===== config.mk =====
export PLATFORM = sky130hd
export DESIGN_NAME = column_scheduler
export DESIGN_NICKNAME = d
export VERILOG_FILES = /design/src/rtl/column_scheduler.sv
export SDC_FILE = /design/constraint.sdc
export NUM_CORES = 1
export LEC_CHECK = 0
export BUFFER_PORTS_ARGS = -buffer_cell sky130_fd_sc_hd__clkbuf_2
export CORE_UTILIZATION = 43
export DETAILED_ROUTE_END_ITERATION = 10
export SYNTH_ARGS = -nofsm -noshare
export SYNTH_HDL_FRONTEND = slang
export SYNTH_SLANG_ARGS = --single-unit

===== constraint.sdc =====
create_clock -name clk -period 14.68 [get_ports clk]
set_input_delay 1.468 -clock clk [delete_from_list [all_inputs] [get_ports clk]]
set_output_delay 1.468 -clock clk [all_outputs]
set_load 0.01 [all_outputs]

===== src/rtl/column_scheduler.sv =====
// column_scheduler: per-window peak detector feeding a one-entry pending slot and a draw request handshake
module column_scheduler #(
  parameter int SAMPLE_W        = 24,
  parameter int CLKS_PER_COLUMN = 5000000,
  parameter int HEIGHT_SHIFT    = 14,
  parameter int HEIGHT_MAX      = 400
) (
  input  logic                       clk,
  input  logic                       reset,
  input  logic                       enable,
  input  logic                       sample_valid,
  input  logic signed [SAMPLE_W-1:0] sample,
  input  logic                       draw_done,
  output logic                       draw_start,
  output logic [8:0]                 bar_height,
  output logic                       busy,
  output logic [7:0]                 overrun_cnt
);
  localparam int CW = CLKS_PER_COLUMN > 1 ? $clog2(CLKS_PER_COLUMN) : 1;
  localparam logic [CW-1:0] LAST = CW'(CLKS_PER_COLUMN - 1);
  typedef enum logic {IDLE, RUN} acc_t;
  typedef enum logic [1:0] {READY, START, WAIT} hs_t;
  acc_t r_acc, w_acc_nxt;
  hs_t r_hs, w_hs_nxt;
  logic [CW-1:0] r_cnt, w_cnt_nxt;
  logic [SAMPLE_W-1:0] r_peak, w_peak_nxt, w_mag, w_col, w_shift;
  logic [8:0] r_pend, w_pend_nxt, r_bar, w_bar_nxt, w_height;
  logic [7:0] r_ovr, w_ovr_nxt;
  logic r_pv, w_pv_nxt, r_done_q, w_end, w_xfer;
  // the most negative sample has no positive twin, so it clamps to full scale
  assign w_mag = !sample[SAMPLE_W-1] ? sample :
                 ~|sample[SAMPLE_W-2:0] ? {1'b0, {(SAMPLE_W-1){1'b1}}} : -sample;
  assign w_col = (sample_valid && w_mag > r_peak) ? w_mag : r_peak;
  assign w_shift = w_col >> HEIGHT_SHIFT;
  assign w_height = (w_shift > SAMPLE_W'(HEIGHT_MAX)) ? 9'(HEIGHT_MAX) : w_shift[8:0];
  assign w_end = r_acc == RUN && enable && r_cnt == LAST;
  assign w_xfer = r_hs == READY && r_pv;
  always_comb begin
    w_acc_nxt = r_acc;
    w_cnt_nxt = '0;
    w_peak_nxt = '0;
    w_pend_nxt = r_pend;
    w_pv_nxt = r_pv && !w_xfer;
    w_ovr_nxt = r_ovr;
    if (r_acc == IDLE) w_acc_nxt = enable ? RUN : IDLE;
    else if (!enable) begin
      w_acc_nxt = IDLE;
      w_pv_nxt = 1'b0;
    end else begin
      w_cnt_nxt = w_end ? '0 : r_cnt + 1'b1;
      w_peak_nxt = w_end ? '0 : w_col;
      if (w_end) begin
        w_pend_nxt = w_height;
        w_pv_nxt = 1'b1;
        w_ovr_nxt = r_ovr + {7'd0, r_pv && !w_xfer && r_ovr != 8'hFF};
      end
    end
  end
  always_comb begin
    w_hs_nxt = r_hs;
    w_bar_nxt = r_bar;
    case (r_hs)
      READY: begin
        w_hs_nxt = r_pv ? START : READY;
        w_bar_nxt = r_pv ? r_pend : r_bar;
      end
      START: w_hs_nxt = WAIT;
      WAIT: w_hs_nxt = (draw_done && !r_done_q) ? READY : WAIT;
      default: w_hs_nxt = READY;
    endcase
  end
  always_ff @(posedge clk) begin
    if (reset) begin
      r_acc <= IDLE;
      r_hs <= READY;
      r_cnt <= '0;
      r_peak <= '0;
      r_pend <= '0;
      r_pv <= 1'b0;
      r_ovr <= '0;
      r_bar <= '0;
      r_done_q <= 1'b0;
    end else begin
      r_acc <= w_acc_nxt;
      r_hs <= w_hs_nxt;
      r_cnt <= w_cnt_nxt;
      r_peak <= w_peak_nxt;
      r_pend <= w_pend_nxt;
      r_pv <= w_pv_nxt;
      r_ovr <= w_ovr_nxt;
      r_bar <= w_bar_nxt;
      r_done_q <= draw_done;
    end
  end
  assign draw_start = r_hs == START;
  assign busy = r_hs != READY;
  assign bar_height = r_bar;
  assign overrun_cnt = r_ovr;
endmodule


==> out/summary.txt <==
status = completed
utilization after layout = 49.9%
Final Hold Viols = 0
drt first-iter violations = 177
max-slew violations = 0
port bufs = 47
mapped cell area = 4520 um^2
fillers = 1040
most frequent cells in the layout = nor2_1, dfxtp_1, nand2_1
Hold Slack = 0.456 ns
PostCTS Resize Cnt = 0
Post-synth EDFFs = 0
dpl cell area = 4840 um^2
Placed Cells = 724
Max FO, Critical Path = 36
Vias/cell = 5.31
die area = 10900 um^2
worst flop-to-flop path endpoint = r_pend[1]
setup repair after global routing missed its margin = no
critical path endpoint category = flop
initial antenna violation count = 0
Finished Cell Area = 5100 um^2
cell chain of the critical path = clkbuf_2 -> inv_1 -> ha_1 -> or4b_1 -> nor4_1 -> nand4_1 -> nand2_1 -> mux2_2 -> ha_1 -> nand4_1 -> or3_1 -> o41ai_1 -> a21o_1 -> a221oi_2 -> or4b_4 -> o21ai_2
Worst Skew = 0.00807 ns
FMAX = 0.154 GHz
Netlist cell types = 57
worst-path cell with the longest stage delay = a21o_1
core area = 10200 um^2
most common cell after layout, fill and taps aside = nor2_1
Area Overhead vs Synth = 13.0%
Setup CP Type = input pin to flop
Post-CTS Setup Bufs = 0
Worst Tran Pin Value = 1.02 ns
Post-layout nets = 656
die width = 104 um
Total Routed Length = 10200 um
vias in the first global route = 3726
Max clock buf depth = 2
Hold EP = bar_height[8]
All-Layer GR Usage = 19.8%
CTS sink cnt = 78
Max VDD drop = 0.0697 mV
clock slew at reported path FFs = 0.08 ns
CTS Hold Bufs = 0
post-synthesis sequential area ratio = 34.6%
Avg WL per Cell = 13.8 um
largest net degree at the start of global routing = 48
Synth Register Bits = 78
share of cells above drive strength 1 = 14.2%
crit path time final = 6.50 ns
chip height = 104 um
Synth Warn # = 0
worst reg-to-reg path cell count = 9
Num CTS Buffers = 9
CTS tree = yes
Residual DRC = 0
n_diodes = 0
reg-to-reg startpoint = r_peak[21]
reg2reg setup slack = 11.12 ns
H-tree depth = 3
Critical Path Start Type = input pin
post-route insts no fill = 740
DRT Pass-1 Iters = 6
gpl congestion = 0.915
Synth Area per Inst = 8.03 um^2
Synth Flop Type = dfxtp_1
HP Class = flop to flop
global-route wire length before repair = 17600 um
crit-path max cell delay = 0.83 ns
HPWL Detailed = 7670 um
GR Overflow Total = 0
setup TNS = 0 ns
Mapped Cells = 562
Rel. slew slack = 31.7%
data required time of the critical path = 14.97 ns
CTS Root Cell = clkbuf_8
Crit path arrival time = 6.79 ns
ys async rst share = 0%
vias after detailed routing = 3932
I/O pin cnt = 48
pwr dens = 91.8 nW/um^2
post-route ant nets = 0
period utilization = 44.3%
Hold Startpoint = bar_height[8]
syn nets = 619
P_leak = 1.93 nW
final setup vio count = 0
MaxCap Viol Count = 0
worst skew pair latency = 0.36 ns
Hold Path Cell Cnt = 2
Initial Utilization = 44.1%
row count = 37
[flip-flops by register name (all words and copies together) (netlist names)]
| name | flops |
|---|---|
| r_done_q | 1 |
| r_peak | 24 |
| r_cnt | 23 |
| overrun_cnt | 8 |
| r_acc | 1 |
| r_pv | 1 |
| r_hs | 2 |
| r_pend | 9 |
| bar_height | 9 |
[Yosys cell counts, types with 8 or more instances]
cell type   n  area share [%]
xnor2_1    13             2.5
nand4_1    16             2.2
ha_1       28             7.8
nand2_1    65             5.4
mux2i_1     8             1.8
xor2_1     26             5.0
inv_1      29             2.4
o21ai_0    17             1.9
nand3_1    17             1.9
clkbuf_1   22             1.8
a211oi_1   15             2.5
and3_1      8             1.1
nor2_1     83             6.9
a21oi_1    29             3.2
dfxtp_1    78              35
[worst max path at each step]
stage	slack (ns)	end	from	cells past startpoint
5_1_grt	7.62	r_pend[1]	sample[1]	16
2_1_floorplan	9.08	r_pend[0]	sample[5]	16
4_1_cts	8.22	r_pend[1]	sample[1]	16
3_5_place_dp	7.85	r_pend[1]	sample[1]	16
6_report	8.18	r_pend[1]	sample[1]	16
3_3_place_gp	8.06	r_pend[2]	sample[0]	16
[layout make-up]
| class | instances | area [um^2] | share of cell area (%) |
|---|---|---|---|
| multi-input combinational | 431 | 2750 | 53.8 |
| sequential | 78 | 1560 | 30.6 |
| timing repair buffer | 50 | 258 | 5.05 |
| tap | 136 | 170 | 3.34 |
| clock buffer | 11 | 151 | 2.97 |
| inverter | 29 | 109 | 2.13 |
| clock inverter | 5 | 105 | 2.06 |
[through the flow]
step / setup slack (ns) / power, W
2_1_floorplan: 9.08 / 0.000256
3_3_place_gp: 8.06 / 0.000272
3_5_place_dp: 7.85 / 0.000273
4_1_cts: 8.22 / 0.000474
5_1_grt: 7.62 / 0.000491
6_report: 8.18 / 0.000468
[per-layer routing]
layer,wire length (um),track usage [%]
met3,387,5.70
met1,4920,25.1
met5,0,0
met2,4730,32.7
met4,140,4.90
[cells by family after synthesis]
group,after synthesis,synth area share [%]
multiplexers,9,2.02
AO/OA/AOI/OAI,105,16.1
XOR/XNOR,39,7.56
flip-flops,78,34.6
buffers and inverters,53,4.60
AND/OR/NAND/NOR,250,27.4
adder cells (fa/ha/maj),28,7.76
[where the power goes]
group           total, W  internal [W]  switching, W  leakage [nW]
Sequential      0.000213      0.000213   0.000000563         0.629
Clock           0.000200      0.000122     0.0000777         0.122
Combinational  0.0000554     0.0000210     0.0000344          1.18
Total           0.000468      0.000356      0.000113          1.93
[critical path: cells and delay by family]
family,cells,cell delay (ns)
adder cells (fa/ha/maj),2,0.33
AO/OA/AOI/OAI,4,1.57
buffers and inverters,2,0.17
multiplexers,1,0.18
AND/OR/NAND/NOR,7,3.05
Power figures use the tool's default switching activity.
